===== config.mk =====
export PLATFORM = sky130hd
export DESIGN_NAME = key_schedule_gen_flat
export DESIGN_NICKNAME = d
export VERILOG_FILES = /design/src/rtl/key_schedule_gen_if.sv /design/src/rtl/key_schedule_gen.sv /design/src/flat_wrapper.sv
export SDC_FILE = /design/constraint.sdc
export NUM_CORES = 1
export LEC_CHECK = 0
export BUFFER_PORTS_ARGS = -buffer_cell sky130_fd_sc_hd__buf_2
export CAP_MARGIN = 10
export CORE_AREA = 2 2 159 239
export CTS_BUF_LIST = sky130_fd_sc_hd__clkbuf_16
export DETAILED_ROUTE_END_ITERATION = 16
export DIE_AREA = 0 0 161 241
export HOLD_SLACK_MARGIN = 0.05
export MAX_ROUTING_LAYER = met4
export SLEW_MARGIN = 20
export SYNTH_ARGS = -nofsm -noshare
export SYNTH_HDL_FRONTEND = slang
export SYNTH_SLANG_ARGS = --single-unit

===== constraint.sdc =====
create_clock -name Clk -period 2.68 [get_ports Clk]
set_clock_uncertainty 0.15 [all_clocks]
set_input_delay 0.536 -clock Clk [delete_from_list [all_inputs] [get_ports Clk]]
set_output_delay 0.536 -clock Clk [all_outputs]
set_load 0.01 [all_outputs]

===== src/rtl/key_schedule_gen_if.sv =====
// Handshake and key bus between the upstream key register / consumer and
// the key schedule generator.
interface key_schedule_gen_if;
  logic        Start;
  logic [63:0] C0;
  logic [63:0] D0;
  logic [95:0] Round_key;
  logic [4:0]  Round_num;
  logic        Key_valid;
  logic        Busy;
  logic        Done;

  modport master (
    output Start, C0, D0,
    input  Round_key, Round_num, Key_valid, Busy, Done
  );

  modport slave (
    input  Start, C0, D0,
    output Round_key, Round_num, Key_valid, Busy, Done
  );
endinterface


===== src/rtl/key_schedule_gen.sv =====
// 16-round key schedule: rotates latched key halves C/D by the round shift
// schedule and emits one compressed 96-bit subkey per cycle.
module key_schedule_gen (
  input  logic                Clk,
  input  logic                Reset,
  key_schedule_gen_if.slave   bus
);

  typedef enum logic [1:0] {IDLE, ROUND, DONE} state_t;

  state_t      state, state_nxt;
  logic [63:0] c_reg, d_reg, c_nxt, d_nxt, c_rot, d_rot;
  logic [4:0]  cnt, cnt_nxt;
  logic [95:0] key_q, key_nxt;
  logic [4:0]  num_q, num_nxt;
  logic        kv_q, kv_nxt;
  logic        busy_q, busy_nxt;
  logic        done_q, done_nxt;

  // Rounds 1, 2, 9 and 16 shift by one; all others by two.
  function automatic logic shift_two(input logic [4:0] r);
    return !(r == 5'd1 || r == 5'd2 || r == 5'd9 || r == 5'd16);
  endfunction

  function automatic logic [63:0] rotl(input logic [63:0] v, input logic two);
    return two ? {v[61:0], v[63:62]} : {v[62:0], v[63]};
  endfunction

  assign c_rot = rotl(c_reg, shift_two(cnt));
  assign d_rot = rotl(d_reg, shift_two(cnt));

  always_comb begin
    state_nxt = state;
    c_nxt     = c_reg;
    d_nxt     = d_reg;
    cnt_nxt   = cnt;
    key_nxt   = '0;
    num_nxt   = '0;
    kv_nxt    = 1'b0;
    busy_nxt  = 1'b0;
    done_nxt  = 1'b0;
    case (state)
      IDLE: begin
        if (bus.Start) begin
          c_nxt     = bus.C0;
          d_nxt     = bus.D0;
          cnt_nxt   = 5'd1;
          busy_nxt  = 1'b1;
          state_nxt = ROUND;
        end
      end
      ROUND: begin
        c_nxt    = c_rot;
        d_nxt    = d_rot;
        key_nxt  = {c_rot[63:16], d_rot[63:16]};
        num_nxt  = cnt;
        kv_nxt   = 1'b1;
        busy_nxt = 1'b1;
        if (cnt == 5'd16) begin
          cnt_nxt   = 5'd0;
          state_nxt = DONE;
        end else begin
          cnt_nxt = cnt + 5'd1;
        end
      end
      // The Done pulse is registered on this edge, so the very next edge is
      // already IDLE and can accept a held Start (18-cycle repeat).
      DONE: begin
        done_nxt  = 1'b1;
        busy_nxt  = 1'b1;
        state_nxt = IDLE;
      end
      default: state_nxt = IDLE;
    endcase
  end

  always_ff @(posedge Clk) begin
    if (Reset) begin
      state  <= IDLE;
      c_reg  <= '0;
      d_reg  <= '0;
      cnt    <= '0;
      key_q  <= '0;
      num_q  <= '0;
      kv_q   <= 1'b0;
      busy_q <= 1'b0;
      done_q <= 1'b0;
    end else begin
      state  <= state_nxt;
      c_reg  <= c_nxt;
      d_reg  <= d_nxt;
      cnt    <= cnt_nxt;
      key_q  <= key_nxt;
      num_q  <= num_nxt;
      kv_q   <= kv_nxt;
      busy_q <= busy_nxt;
      done_q <= done_nxt;
    end
  end

  assign bus.Round_key = key_q;
  assign bus.Round_num = num_q;
  assign bus.Key_valid = kv_q;
  assign bus.Busy      = busy_q;
  assign bus.Done      = done_q;

endmodule


===== src/flat_wrapper.sv =====
// flat-port wrapper written by rule: the top's interface ports become plain ports
module key_schedule_gen_flat 
  (Clk, Reset, bus_Start, bus_C0, bus_D0, bus_Round_key, bus_Round_num, bus_Key_valid, bus_Busy, bus_Done);
  key_schedule_gen_if bus_i ();
  input  logic Clk;
  input  logic Reset;
  input wire logic [$bits(bus_i.Start)-1:0] bus_Start;
  input wire logic [$bits(bus_i.C0)-1:0] bus_C0;
  input wire logic [$bits(bus_i.D0)-1:0] bus_D0;
  output wire logic [$bits(bus_i.Round_key)-1:0] bus_Round_key;
  output wire logic [$bits(bus_i.Round_num)-1:0] bus_Round_num;
  output wire logic [$bits(bus_i.Key_valid)-1:0] bus_Key_valid;
  output wire logic [$bits(bus_i.Busy)-1:0] bus_Busy;
  output wire logic [$bits(bus_i.Done)-1:0] bus_Done;
  assign bus_i.Start = bus_Start;
  assign bus_i.C0 = bus_C0;
  assign bus_i.D0 = bus_D0;
  assign bus_Round_key = bus_i.Round_key;
  assign bus_Round_num = bus_i.Round_num;
  assign bus_Key_valid = bus_i.Key_valid;
  assign bus_Busy = bus_i.Busy;
  assign bus_Done = bus_i.Done;
  key_schedule_gen u_core (.Clk(Clk), .Reset(Reset), .bus(bus_i));
endmodule

## After elaboration in Yosys (flattened, before gate mapping)

Index checks and enable logic that the tools add are counted.

- Bitwise operators: 1
- Muxes and demuxes: 16
- Order comparisons: 0
- Add/subtract/negate cells: 1
- Multipliers: 0
- Reduce and logical (&&, ||, !) cells: 9
- Shifts and indexed selects: 0
- Eq/ne operators: 8
- Div/mod/pow operators: 0

Operators by type and width:

| cell | number |
|---|---|
| $mux W64 | 4 |
| $pmux W64 S2 | 2 |
| $mux W5 | 2 |
| $pmux W5 S2 | 1 |
| $add A5 B1 Y5 const B | 1 |
| $eq A5 B1 Y1 const B | 1 |
| $eq A5 B2 Y1 const B | 1 |
| $eq A5 B4 Y1 const B | 1 |
| $eq A5 B5 Y1 const B | 1 |
| $mux W2 | 2 |
| $pmux W2 S2 | 1 |
| $reduce_and A2 Y1 | 2 |
| $reduce_or A2 Y1 | 2 |
| $logic_or A1 B1 Y1 | 3 |
| $mux W1 | 3 |
| $eq A2 B1 Y1 const B | 1 |
| $eq A2 B2 Y1 const B | 1 |
| $logic_not A2 Y1 | 1 |
| $ne A2 B1 Y1 const B | 1 |
| $ne A2 B2 Y1 const B | 1 |
| $pmux W1 S2 | 1 |
| $reduce_bool A2 Y1 | 1 |
| $not A1 Y1 | 1 |

- Memory bits (read-only): 0
- Memories kept: 0
- Memory bits (writable): 0
- Output and inout bits: 104
- Register bits: 239
- Logic and storage cells: 44
- Bits in latches: 0
- Input bits: 131

## Depth between registers and ports, before layout

Gate-level depths: netlist of the first run.

- Depth after elaboration: 6
- Gate-level depth with buffers: 10

## Worst setup path before layout of the first run

OpenSTA, ideal clock, no wires.

- Kind: register to register
- Start: reg u_core.state[0]
- End: reg u_core.d_reg[11]
- Setup slack: 696 ps
- Cell stages (with the launch flop): 11
- Arrival: 1700 ps
- Required time: 2396 ps
- Cells stage by stage: dfxtp_1 inv_1 ha_1 buf_2 and2_1 buf_2 buf_2 buf_2 a21oi_1 a2bb2oi_1 o22ai_1

- Word-level cells in the longest chain between the ends: 3

RTL lines:

| item | RTL line | source |
|---|---|---|
| start, declared | key_schedule_gen.sv:11 | `state_t state, state_nxt;` |
| start signal, assigned | key_schedule_gen.sv:89 | `state <= state_nxt;` |
| $eq A2 B1 Y1 / $logic_not A2 Y1 (equally long branches) | key_schedule_gen.sv:42 | `case (state)` |
| $reduce_bool A2 Y1 (no source line) / $ne A2 B2 Y1 (equally long branches) | -- |  |
| $reduce_and A2 Y1 (no source line) | -- |  |
| end signal, assigned | key_schedule_gen.sv:91 | `d_reg <= d_nxt;` |
| end, declared | key_schedule_gen.sv:12 | `logic [63:0] c_reg, d_reg, c_nxt, d_nxt, c_rot, d_rot;` |

Several ways; a longest one is shown, not always the timed one.
A chain may end at the register's enable or synchronous reset.

## Final worst setup path of the first run

- Start: reg u_core.cnt[0]
- End: reg u_core.d_reg[34]

- Word-level cells in the longest chain between the ends: 6

RTL lines:

| item | RTL line | source |
|---|---|---|
| start, declared | key_schedule_gen.sv:13 | `logic [4:0] cnt, cnt_nxt;` |
| start signal, assigned | key_schedule_gen.sv:92 | `cnt <= cnt_nxt;` |
| $eq A5 B1 Y1 / $eq A5 B2 Y1 (equally long branches) | key_schedule_gen.sv:22 | `return !(r == 5'd1 \|\| r == 5'd2 \|\| r == 5'd9 \|\| r == 5'd16);` |
| $logic_or A1 B1 Y1 (2 in series) | key_schedule_gen.sv:22 |  |
| $logic_or A1 B1 Y1 * | key_schedule_gen.sv:22 |  |
| $mux W64 * | key_schedule_gen.sv:26 | `return two ? {v[61:0], v[63:62]} : {v[62:0], v[63]};` |
| $pmux W64 S2 * | key_schedule_gen.sv:42 |  |

Mark *: on every way between the ends. The rest lies on a longest branch, timed or not.

==> run metrics, run 1 <==
Tot Pwr 9.81 mW; dpl hpwl 21200 µm; CTS max path bufs 3; core area 36600 µm²; CP Launch Type flip-flop; Final WS setup 279 ps; Post-Synthesis Cell Area 10900 µm²; top post-synthesis cells by area dfxtp_1 (44%), mux2i_1 (12%), a21oi_1 (8.6%), o22ai_1 (7.3%), a2bb2oi_1 (4.7%); critical path, cell by cell inv_1, ha_1, nand2b_4, a221oi_4, buf_12, buf_4, mux2i_1, o22ai_1; Max Freq between 400 and 500 MHz; Total Routing Usage GR 0.166; Max Cap Violations 0; DIE WIDTH 161 µm; die area 38800 µm²; CP arrival ~2600 ps; CP max stage delay 370 ps; grt total ovfl 0; fin nets 1515; post-synth top area share 0.439; top cell family by delay on the critical path buffers and inverters; htree depth 1; Yosys reg bits 239; clock latency at the later pin of the worst-skew pair 540 ps; CTS root buf clkbuf_16; initial antenna violation count 4; RSZ-0062 raised after global routing false; Avg WL per Cell 17.5 µm; RePlAce Congestion ~0.85; Ports 235; Post-CTS Setup Bufs 0; CTS tree built; Final min period around 2400 ps; num rows 86; status complete, no violations; CTS buffer count 25; Area growth, synth to finish 21.4%; Residual DRC 0; drt first pass iters 5; final period utilization 0.896; Initial Utilization 0.298; max FFs per register 96; Via Count 9657; worst slew pin tran between 900 and 1000 ps; CP Class flip-flop to flip-flop; Lkg Pwr 5.27 nW; Mean Syn Cell Area 9.03 µm²; asr flop ratio synth 0; drt via density 5.14; PD cells 742 nW/µm²; post-synth cell types 32; Clock Sinks 239; number of synthesized flops with an enable pin 0; die extent in y between 200 and 250 µm; top cell types by occurrence after synthesis dfxtp_1 (239), a21oi_1 (188), mux2i_1 (128), o22ai_1 (128), nor2_1 (101); clk slew on worst S/H paths 70 ps; ANT nets after route 0; IO Port Bufs 234; synth warn 0; predominant post-synthesis flop cell dfxtp_1; worst vdd ir 0.481 mV; worst-path maximum fanout 20; Critical Path Slowest Stage Cell a221oi_4; DRT iter0 DRCs ~620; Final Cell Area 13200 µm²; largest net degree at the start of global routing 99; most used standard cell by instance count after synthesis dfxtp_1; Slew Limit Fails 0; Placed Instance Area between 10000 and 15000 µm²; cells resized by post-CTS repair 0; Worst Setup End Kind flip-flop; hold_buf cts 0; slew margin rel. 0.395; vias in the first global route 9438; final setup fails 0; Setup WS pre-CTS roughly 320 ps; Worst EP required 2900 ps; setup TNS 0 ps; final hold vios 0; Post-Syn Nets 1346; Seq/Total Area, Yosys 0.439; Synth area leader dfxtp_1; share of cells above drive strength 1 0.219; final wirelength 32900 µm; Mapped Cells 1206; worst hold-check path type input pin to flip-flop; first-pass GRT wire length slightly above 50000 µm; Critical path buffers and inverters 3
## layer usage
layer / vias to the layer above / global-route usage / wire length (µm)
met5: - / - / 0
met4: 0 / 0.0563 / 734
met3: 48 / 0.0287 / 1660
met2: 247 / 0.294 / 17100
met1: 4662 / 0.190 / 13500
li1: 4700 / - / -
## final cells by class
type | count | area [µm²]
inverters | 6 | 22.5
multi-input cells | 843 | 5460
flip-flops and latches | 239 | 4780
diodes | 4 | 10.0
clock buffers | 25 | 626
fillers | 3802 | 23400
well taps | 484 | 606
clock inverters | 17 | 201
repair buffers | 260 | 1520
## where the power goes
part           internal (mW)  switching, mW
logic                  0.940           1.20
clock network           2.16           1.47
registers               3.81          0.231
total                   6.91           2.90
## placed cells by master, fill, tap and decap left out, types with 7 or more instances in the layout
cell type | synthesis | layout
ha_1 | 9 | 7
a2bb2oi_1 | 58 | 58
buf_12 | 10 | 12
a21oi_1 | 188 | 188
buf_4 | 0 | 15
buf_2 | 25 | 233
clkbuf_16 | 0 | 25
a22oi_1 | 7 | 7
o22ai_1 | 128 | 128
nand2b_1 | 65 | 65
nor2b_1 | 61 | 60
mux2i_1 | 128 | 128
nand3_1 | 68 | 68
inv_1 | 6 | 8
dfxtp_1 | 239 | 239
nor2_1 | 101 | 101
## worst paths after layout
path,startpoint,slack (ps),end,depth (start not counted)
hold / removal,bus_D0[32],160,u_core.d_reg[32],3
hold reg to reg,u_core.cnt[1],380,u_core.cnt[1],2
setup / recovery,u_core.cnt[0],280,u_core.d_reg[34],8
setup reg to reg,u_core.cnt[0],280,u_core.d_reg[34],8
## through the flow
stage | utilization | hold WS (ps) | instances
2_1_floorplan | - | 323 | 1206
6_report | 0.362 | 158 | 1878
3_5_place_dp | 0.339 | 374 | 1832
4_1_cts | 0.361 | 121 | 1874
5_1_grt | 0.362 | 138 | 1878
3_3_place_gp | 0.339 | 339 | 1832
## cell families (layout without fill, tap and decap cells)
family,Yosys count,after routing,synth area share
AOI/OAI and AO/OA,392,392,0.219
adders and majority gates,9,9,0.0103
buffers and inverters,124,308,0.0643
DFF,239,239,0.439
muxes,128,128,0.118
other,0,4,0
and+or+nand+nor,314,314,0.149
## worst reg2reg max path: stages, from the launching register on
cell	delay, ps
dfxtp_1	360
inv_1	130
ha_1	230
nand2b_4	70
a221oi_4	380
buf_12	260
buf_4	280
mux2i_1	280
o22ai_1	110
(Power assumes the default switching activity.)
==> run 2, diff against run 1 <==
- SLEW_MARGIN: 20 -> 25
- clock period: 2.68 -> 2.72 ns (I/O delays scaled with it)
==> run 2 against run 1 <==
  * Global-route usage is 0.19 points higher
  * Power is 1.2% lower
  * Via count is 0.10% higher
  * Core utilization is 0.17 points higher
  * Sequential cell count stayed put
  * Critical path depth stayed put
  * Clock-buffer cell count is 2 higher
  * Cell area is 0.48% higher
  * Hold slack worse by 16 ps
  * Die area stayed put
  * Routed wire length is 0.56% lower
  * Critical path type unchanged
  * Largest power group unchanged
==> run metrics, run 2 (synthesis results as in run 1) <==
status complete, no violations; Slew Limit Fails 0 (unchanged); CP max stage delay 350 ps (-20 ps); Residual DRC 0 (unchanged); drt via density 5.12 (-0.43%); Total Routing Usage GR 0.168 (+0.00186); setup TNS 0 ps (unchanged); ANT nets after route 0 (unchanged); RSZ-0062 raised after global routing false; critical path, cell by cell inv_1, ha_1, nand2b_4, a221oi_4, buf_12, buf_4, mux2i_1, o22ai_1; Lkg Pwr 5.29 nW (+0.33%); post-route insts no fill 1888 (+0.53%); CTS root buf clkbuf_16; Critical path buffers and inverters 3 (unchanged); hold_buf cts 0 (unchanged); first-pass GRT wire length 51900 µm (+2.2%); max FFs per register 96 (unchanged); final period utilization 0.868 (-0.0284); Setup WS pre-CTS 386 ps (+69.8 ps); Ports 235 (unchanged); share of cells above drive strength 1 0.224 (+0.00502); fillcell total 3799 (-0.079%); Max Cap Violations 0 (unchanged); Area growth, synth to finish 22.0%; CP Launch Type flip-flop; die extent in y 241 µm (unchanged); worst slew pin tran 1070 ps (+164 ps); PD cells 729 nW/µm² (-1.7%); IO Port Bufs 234 (unchanged); clock latency at the later pin of the worst-skew pair 540 ps (about the same); cells resized by post-CTS repair 0 (unchanged); Comb power frac 0.218 (about the same); top cell family by delay on the critical path buffers and inverters; htree depth 1 (unchanged); Worst EP required 2940 ps (+40 ps); CP Class flip-flop to flip-flop; num rows 86 (unchanged); grt total ovfl 0 (unchanged); Post-CTS Setup Bufs 0 (unchanged); Tot Pwr 9.69 mW (-1.2%); Initial Utilization 0.298 (unchanged); RePlAce Congestion 0.826 (-3.1%); Final WS setup 360 ps (+81.3 ps); area of the multi-input gates 5460 µm² (unchanged); final hold vios 0 (unchanged); clock power share 0.371 (about the same); vias in the first global route 9920 (+5.1%); dpl hpwl 21300 µm (+0.18%); initial antenna violation count 5 (+1); dpl cells 1835 (+0.16%); Critical Path Slowest Stage Cell dfxtp_1; Pint 6.77 mW (-2.0%); DIE WIDTH 161 µm (unchanged); most common cell after layout, fill and taps aside dfxtp_1; Sequential Power Share 0.411 (about the same); Via Count 9667 (+0.10%); worst hold-check path type input pin to flip-flop; DRT iter0 DRCs 564 (-9.5%); largest net degree at the start of global routing 119 (+20%); switching share of power 0.301 (+0.00548); Avg WL per Cell 17.3 µm (-1.1%); R2R Setup Slk 360 ps (+80 ps); die area 38800 µm² (unchanged); final setup fails 0 (unchanged); CTS max path bufs 3 (unchanged); CP arrival 2580 ps (-40 ps); CTS buffer count 26 (+4.0%); Register Area 4780 µm² (unchanged); Clock Sinks 239 (unchanged); fin nets 1519 (+0.26%); Final min period 2360 ps (-41.3 ps); Max Freq 424 MHz (+1.7%); commonest cells after routing, fill and taps aside dfxtp_1 (239), buf_2 (233), a21oi_1 (188); P_sw 2.92 mW (+0.60%); worst-path maximum fanout 15 (-25%); core area 36600 µm² (unchanged); final wirelength 32700 µm (-0.56%); clk slew on worst S/H paths 60 ps (about the same); drt first pass iters 5 (unchanged); CTS tree built; worst vdd ir 0.391 mV (-19%); slew margin rel. 0.285 (-0.110); Worst Setup End Kind flip-flop
run 2: layout make-up:
cell class              count  area share
clock buffers              27      0.0508
multi-input cells         843       0.411
clock inverters            21      0.0143
well taps                 484      0.0456
repair buffers            263       0.116
inverters                   6     0.00169
diodes                      5    0.000941
flip-flops and latches    239       0.360
run 2: stage by stage:
step	cell area [µm²]	hold WS (ps)	utilization
2_1_floorplan	10900	323	-
3_3_place_gp	12400	346	0.339
5_1_grt	13300	135	0.363
3_5_place_dp	12400	351	0.339
4_1_cts	13300	113	0.363
6_report	13300	142	0.363
run 2: worst min-delay path, delay by kind of cell:
| family | cells | cell delay (ps) |
|---|---|---|
| buf+inv | 1 | 80 |
| compound gates | 2 | 160 |
run 2: metal layers:
layer,track usage,vias up,share of wire
met5,-,-,0
met4,0.0714,0,0.031
met3,0.0263,55,0.047
met2,0.297,241,0.51
met1,0.188,4677,0.41
li1,-,4694,-
run 2: path summary, 6_finish.rpt:
path,from,to,depth (start not counted)
max,u_core.cnt[0],u_core.d_reg[18],8
min,bus_D0[33],u_core.d_reg[33],3
max reg2reg,u_core.cnt[0],u_core.d_reg[18],8
min reg2reg,u_core.cnt[1],u_core.cnt[1],2
run 2: power by group through the flow:
stage / logic (mW) / registers (mW) / clock network, mW
detailed placement: 2.13 / 4.05 / 0
global route: 2.32 / 4.02 / 3.85
finish: 2.11 / 3.98 / 3.60
global placement: 2.11 / 4.05 / 0
floorplan: 1.64 / 4.01 / 0
CTS: 2.14 / 3.98 / 3.71
